[config.mk]
export PLATFORM = sky130hd
export DESIGN_NAME = pipe_wb_regfile
export DESIGN_NICKNAME = d
export VERILOG_FILES = /design/src/rtl/pipe_pkg.sv /design/src/rtl/pipe_regfile_core.sv /design/src/rtl/pipe_wb_regfile.sv
export SDC_FILE = /design/constraint.sdc
export NUM_CORES = 2
export LEC_CHECK = 0
export CORE_MARGIN = 4
export CORE_UTILIZATION = 44
export DETAILED_ROUTE_END_ITERATION = 16
export PLACE_DENSITY = 0.58
export SYNTH_ARGS = -nofsm -noshare
export SYNTH_HDL_FRONTEND = slang
export SYNTH_SLANG_ARGS = --single-unit
[constraint.sdc]
create_clock -name clock -period 3.2 [get_ports clock]
set_input_delay 0.64 -clock clock [delete_from_list [all_inputs] [get_ports clock]]
set_output_delay 0.64 -clock clock [all_outputs]
set_load 0.005 [all_outputs]
[src/rtl/pipe_pkg.sv]
// pipe_pkg: shared pipeline constants for the write-back stage and register file.
package pipe_pkg;
    localparam int PIPE_DATA_W = 32;
    localparam int PIPE_ADDR_W = 5;
    localparam int ZERO_REG    = 0;
endpackage

[src/rtl/pipe_regfile_core.sv]
// pipe_regfile_core: register storage with one write port and two asynchronous read ports.
module pipe_regfile_core
    import pipe_pkg::*;
#(
    parameter int DATA_W = PIPE_DATA_W,
    parameter int ADDR_W = PIPE_ADDR_W
) (
    input  logic              clock,
    input  logic              resetn,
    input  logic              we,
    input  logic [ADDR_W-1:0] wa,
    input  logic [DATA_W-1:0] wd,
    input  logic [ADDR_W-1:0] ra,
    input  logic [ADDR_W-1:0] rb,
    output logic [DATA_W-1:0] da,
    output logic [DATA_W-1:0] db
);
    localparam int NREG = 2 ** ADDR_W;

    logic [DATA_W-1:0] mem [NREG];

    always_ff @(posedge clock or negedge resetn) begin
        if (!resetn) begin
            for (int i = 0; i < NREG; i++) mem[i] <= '0;
        end else if (we) begin
            mem[wa] <= wd;
        end
    end

    assign da = mem[ra];
    assign db = mem[rb];
endmodule

[src/rtl/pipe_wb_regfile.sv]
// pipe_wb_regfile: write-back mux, register file with same-cycle bypass, and retired-write counter.
module pipe_wb_regfile
    import pipe_pkg::*;
#(
    parameter int DATA_W = PIPE_DATA_W,
    parameter int ADDR_W = PIPE_ADDR_W
) (
    input  logic              clock,
    input  logic              resetn,
    input  logic              wwreg,
    input  logic              wm2reg,
    input  logic [DATA_W-1:0] wmo,
    input  logic [DATA_W-1:0] walu,
    input  logic [ADDR_W-1:0] wrn,
    input  logic [ADDR_W-1:0] rna,
    input  logic [ADDR_W-1:0] rnb,
    output logic [DATA_W-1:0] qa,
    output logic [DATA_W-1:0] qb,
    output logic [DATA_W-1:0] wdi,
    output logic [31:0]       wbcnt
);
    localparam logic [ADDR_W-1:0] R0 = ADDR_W'(ZERO_REG);

    logic              wr_en;
    logic [DATA_W-1:0] da, db;

    assign wdi   = wm2reg ? wmo : walu;
    assign wr_en = wwreg && (wrn != R0);

    pipe_regfile_core #(.DATA_W(DATA_W), .ADDR_W(ADDR_W)) u_core (
        .clock  (clock),
        .resetn (resetn),
        .we     (wr_en),
        .wa     (wrn),
        .wd     (wdi),
        .ra     (rna),
        .rb     (rnb),
        .da     (da),
        .db     (db)
    );

    // Bypass lets the ID stage see the write retiring this cycle before it lands.
    assign qa = (rna == R0) ? '0 : (wwreg && wrn == rna) ? wdi : da;
    assign qb = (rnb == R0) ? '0 : (wwreg && wrn == rnb) ? wdi : db;

    always_ff @(posedge clock or negedge resetn) begin
        if (!resetn) wbcnt <= '0;
        else if (wr_en) wbcnt <= wbcnt + 32'd1;
    end
endmodule

# Word-level counts from Yosys, hierarchy flattened
# Cells that the tools add are included.
# word_totals
register_bits	1056
elab_cells	64
inputBits	83
# op_classes
n_eq_ne	2
reduce_logical	7
magnitude_cmp	4
muxes	14
addsub	1
bitwise_logic	3
# ops
op	count
$bwmux W1024	1
$bmux W32 S5	2
$mux W32	10
$demux W32 S5	1
$add A32 B1 Y32 const B	1
$ge A6 B6 Y1 const B	3
$not A5 Y6	3
$eq A5 B5 Y1	2
$logic_not A5 Y1	2
$lt A6 B1 Y1 const B	1
$reduce_bool A5 Y1	1
$logic_and A1 B1 Y1	4

# Logic depth before layout (Yosys ltp)
# depth
depth_word	6
mapped_depth	9
depth_no_buf	6

# Modules after synthesis
# Synthesis repeated with hierarchy kept, for this count alone.
# unflattened
hier_cells	5031
hier_area_um2	59470.8
# by_module_without_submodules
mod	area_per_inst_um2	cells_per_inst	n_inst
pipe_regfile_core	56245.2	4605	1
pipe_wb_regfile	3225.6	426	1

# Worst setup path before layout
# Ideal clock, no wire load.
# synth_path
kind	in2out
startpoint	in rnb[0]
endpoint	out qb[0]
slack_ns	0.325
cell_stages	7
arrival_time_ns	2.235
n_path_buf	3
path_cell_list	buf_6 > buf_12 > buf_2 > mux4_2 > a22o_1 > a221oi_1 > a221oi_1
# synth_between
elab_chain_cells	6
word_cells_on_any_way	9
# synth_lines
element	line_no	text
start, declared	pipe_wb_regfile.sv:16	input logic [ADDR_W-1:0] rnb,
$not A5 Y6 (implied by the code)	pipe_regfile_core.sv:31	assign db = mem[rb];
$bmux W32 S5	pipe_regfile_core.sv:31	
$mux W32 (implied by the code) (2 in series)	pipe_regfile_core.sv:31	
$mux W32	pipe_wb_regfile.sv:44	assign qb = (rnb == R0) ? '0 : (wwreg && wrn == rnb) ? wdi : db;
$mux W32 (*)	pipe_wb_regfile.sv:44	
end, declared	pipe_wb_regfile.sv:18	output logic [DATA_W-1:0] qb,
# Mark *: on every way between the ends. The rest lies on a longest branch, timed or not. The select of a mux whose other input is x is not followed.

# Final worst setup path
# layout_path
startpoint	reg u_core.mem[398] (netlist bit)
endpoint	out qa[14]
# layout_between
elab_chain_cells	5
# layout_lines
element	line_no	text
start, declared	pipe_regfile_core.sv:20	logic [DATA_W-1:0] mem [NREG];
start signal, assigned by index	pipe_regfile_core.sv:26	mem[wa] <= wd;
$bmux W32 S5	pipe_regfile_core.sv:30	assign da = mem[ra];
$mux W32 (implied by the code) (2 in series)	pipe_regfile_core.sv:30	
$mux W32 (2 in series)	pipe_wb_regfile.sv:43	assign qa = (rna == R0) ? '0 : (wwreg && wrn == rna) ? wdi : da;
end, declared	pipe_wb_regfile.sv:17	output logic [DATA_W-1:0] qa,
# Every way passes these cells. The select of a mux whose other input is x is not followed.

==> impl_metrics.ini <==
[timing]
worst_slew_pin_slew_ns = 0.825
hold_slack_ns = 0.396
drv_slew = 0
setup_violations = 41
max_freq_ghz = 0.295
max_slew_margin_pct = 45.0
period_needed_ns = 3.39
fin_crit_sh_pct = 106
finalWorstSetupSlack_ns = -0.188
setup_tns_ns = -2.62
skew_ns = 0.00511
rsz0062_at_grt = yes
hold_viol = 0

[synth]
ys.flop_type = dfrtp_1
synth_edf_count = 0
syn_inst = 4946
synth_compound_gate_area_share_pct = 14.8
syn-num-nets = 5030
synthesis.area_um2 = 54700
synth_top_family_by_area = multiplexers
yosys_warnings = 0
seq_area_frac_synth_pct = 48.3
synthSimpleGateAreaFrac_pct = 9.35
synth_mux_area_share_pct = 21.9
synth-seq-cells = 1056
synth-xor-area-share_pct = 0.657
synth_fa_ha_area_share_pct = 0.0229
ys_async_sr_fraction_pct = 100
synth_area_per_cell_um2 = 11.1
synth.distinct_cells = 66

[power_and_ir_drop]
p_leak_uw = 0.0311
ir_drop_uv = 600
pwr_density_cell_nw_per_um2 = 607

[final_layout]
fillCellCount = 10000
fin_nets = 5730
final_common_cell = dfrtp_1
drive_above_1_share_pct = 35.7
final_cell_mix = dfrtp_1 (1055), nor2_1 (650), a21oi_1 (612), buf_4 (574), mux4_2 (474)
syn_to_final_growth_pct = 34.0
seqCellArea_um2 = 26400
multi_input_area_um2 = 28700

[clock_network]
htree_levels = 3
insertion_delay_ns = 0.73
root_buffer = clkbuf_16
numCtsBuffers = 113
clkSlewWorstSetupHoldPaths_ns = 0.06
max-clock-path-buffers = 3
cts_tree = done
cts_num_sinks = 1056

[worst_setup_path]
cpMaxStageDelayCell = a221oi_4
endpoint = qa[14]
r2r-end = wbcnt[28]
path_cells = mux2i_4, a22oi_2, a211oi_2, o311a_4, a221oi_4, buf_2
worstRegToRegCells = 5
crit_path_end_kind = output pin
cp.arrival_ns = 2.75
reg2reg_slack_ns = 1.14
critPathMaxFanout = 2
start_kind = flip-flop
slowest_delay_ns = 0.49
critPathLaunch = u_core.mem[398]
critPathKind = reg2out
critical_path_required_ns = 2.56
rr_startpoint = wbcnt[4]

[min_path]
hp-class = reg2reg

[global_route]
antenna_found_initial = 3
grt_pass1_vias = 46200
grtUsageTotal_pct = 34.5
grt_pass1_wl_mm = 327
grt_overflow_total = 0
grt_max_degree = 131

[detailed_routing]
wirelength_mm = 229
drt-initial-drc-count = 5636
drc = 0
firstDrtPassIters = 7
ant_nets = 0
vias = 47100
routed_via_density = 6.38
drt-wirelength-per-cell_um = 31.1

[floorplanning]
placementRows = 129
fp.dieH_um = 361
dieArea_um2 = 130000
ios = 211
initial_core_util_pct = 44.2
die_w_um = 361
core_area_um2 = 124000

[run_status]
violations = setup timing
outcome = finished with violations

[place]
dp.final_hpwl_mm = 149
gp_congestion = 0.967
port_buffers = 210

[flow_run]
drv_cap = 0
==> Yosys cell counts, types with 6 or more instances <==
cell	count	area (um2)
dfrtp_1	1056	26400
nor2_1	687	2580
a21oi_1	630	3150
mux4_2	473	10700
o21ai_0	451	2260
nand2_1	449	1690
clkbuf_1	317	1190
buf_2	132	661
mux2i_1	107	1070
a221oi_1	98	858
o22ai_1	81	507
a22o_1	43	377
a22oi_1	38	285
inv_1	38	143
buf_4	34	255
xnor2_1	28	245
nand3_1	20	100
nor3_1	20	100
buf_1	19	71.3
nand2b_1	18	113
buf_6	16	180
a211oi_1	15	113
nor2b_1	14	87.6
xor2_1	13	114
mux2_2	11	124
nand4_1	9	56.3
buf_8	7	105
o32a_1	7	70.1
a31oi_1	6	37.5
and2_1	6	37.5
and3_1	6	37.5
buf_12	6	120
nor3_2	6	60.1
==> state kept, by name, indices dropped and copies added, names as in the netlist <==
| signal | count |
|---|---|
| u_core.mem | 1024 |
| wbcnt | 32 |
==> worst min-delay path by stage <==
stage / startpoint / to / slack, ns / cells past startpoint
2_1_floorplan: resetn / u_core.mem[0] / 0.34 / 0
3_3_place_gp: u_core.mem[1017] / u_core.mem[1017] / 0.38 / 0
3_5_place_dp: u_core.mem[992] / u_core.mem[992] / 0.38 / 0
4_1_cts: resetn / wbcnt[27] / 0.38 / 2
5_1_grt: u_core.mem[1008] / u_core.mem[1008] / 0.41 / 0
6_report: u_core.mem[1015] / u_core.mem[1015] / 0.40 / 0
==> cell families (layout without fill, tap and decap cells) <==
logic type,after synthesis,after routing
simple gates,1267,1267
mux,596,596
xor+xnor,41,41
other cells,0,5
fa+ha+maj,1,1
buf+inv,571,1363
flops,1056,1056
compound gates,1414,1414
==> routing by layer <==
metal	wire (um)	track usage (%)	share of wire (%)	up-vias
li1	-	-	-	19500
met1	85700	45.5	37	23800
met2	101000	50.7	44	2998
met3	27900	11.2	12	688
met4	14400	19.1	6.3	4
met5	32	0	0.014	-
==> area by class of cell <==
type / count / share of cell area (%)
diodes: 5 / 0.0171
well taps: 1637 / 2.80
flip-flops and latches: 1056 / 36.1
repair buffers: 1116 / 16.5
multi-input cells: 3319 / 39.2
clock buffers: 166 / 4.56
inverters: 40 / 0.215
clock inverters: 41 / 0.681
==> through the flow <==
stage | area [um2] | power [uW] | setup slack [ns] | std cells | util [%]
global route | 73300 | 46200 | -0.246 | 7375 | 59.3
finish | 73300 | 44500 | -0.188 | 7380 | 59.3
detailed placement | 63500 | 29000 | -1.42 | 6920 | 51.4
global placement | 63500 | 28600 | -1.42 | 6920 | 51.4
CTS | 71700 | 43800 | -0.166 | 7303 | 58.0
floorplan | 54700 | 24500 | 0.325 | 4946 | -
==> timing repair <==
item / in CTS / in global routing
gates cloned: 16 / 5
pin swaps: 156 / 135
setup buffers: 189 / 94
resized for setup: 800 / 230
hold buffers: 1 / 0
hold endpoints to repair: 18 / 0
endpoints found under the setup margin: 66 / 64
==> power breakdown <==
part,switching (uW),total (uW),internal [uW]
clock network,5690,13800,8070
logic,5800,12200,6380
registers,2300,18500,16200
==> worst max-delay path: cells and delay by family, from the launching register on <==
| family | cells | cell delay, ns |
|---|---|---|
| compound gates | 4 | 1.32 |
| flops | 1 | 0.39 |
| buf+inv | 1 | 0.21 |
| mux | 1 | 0.10 |
(Power assumes the default switching activity.)
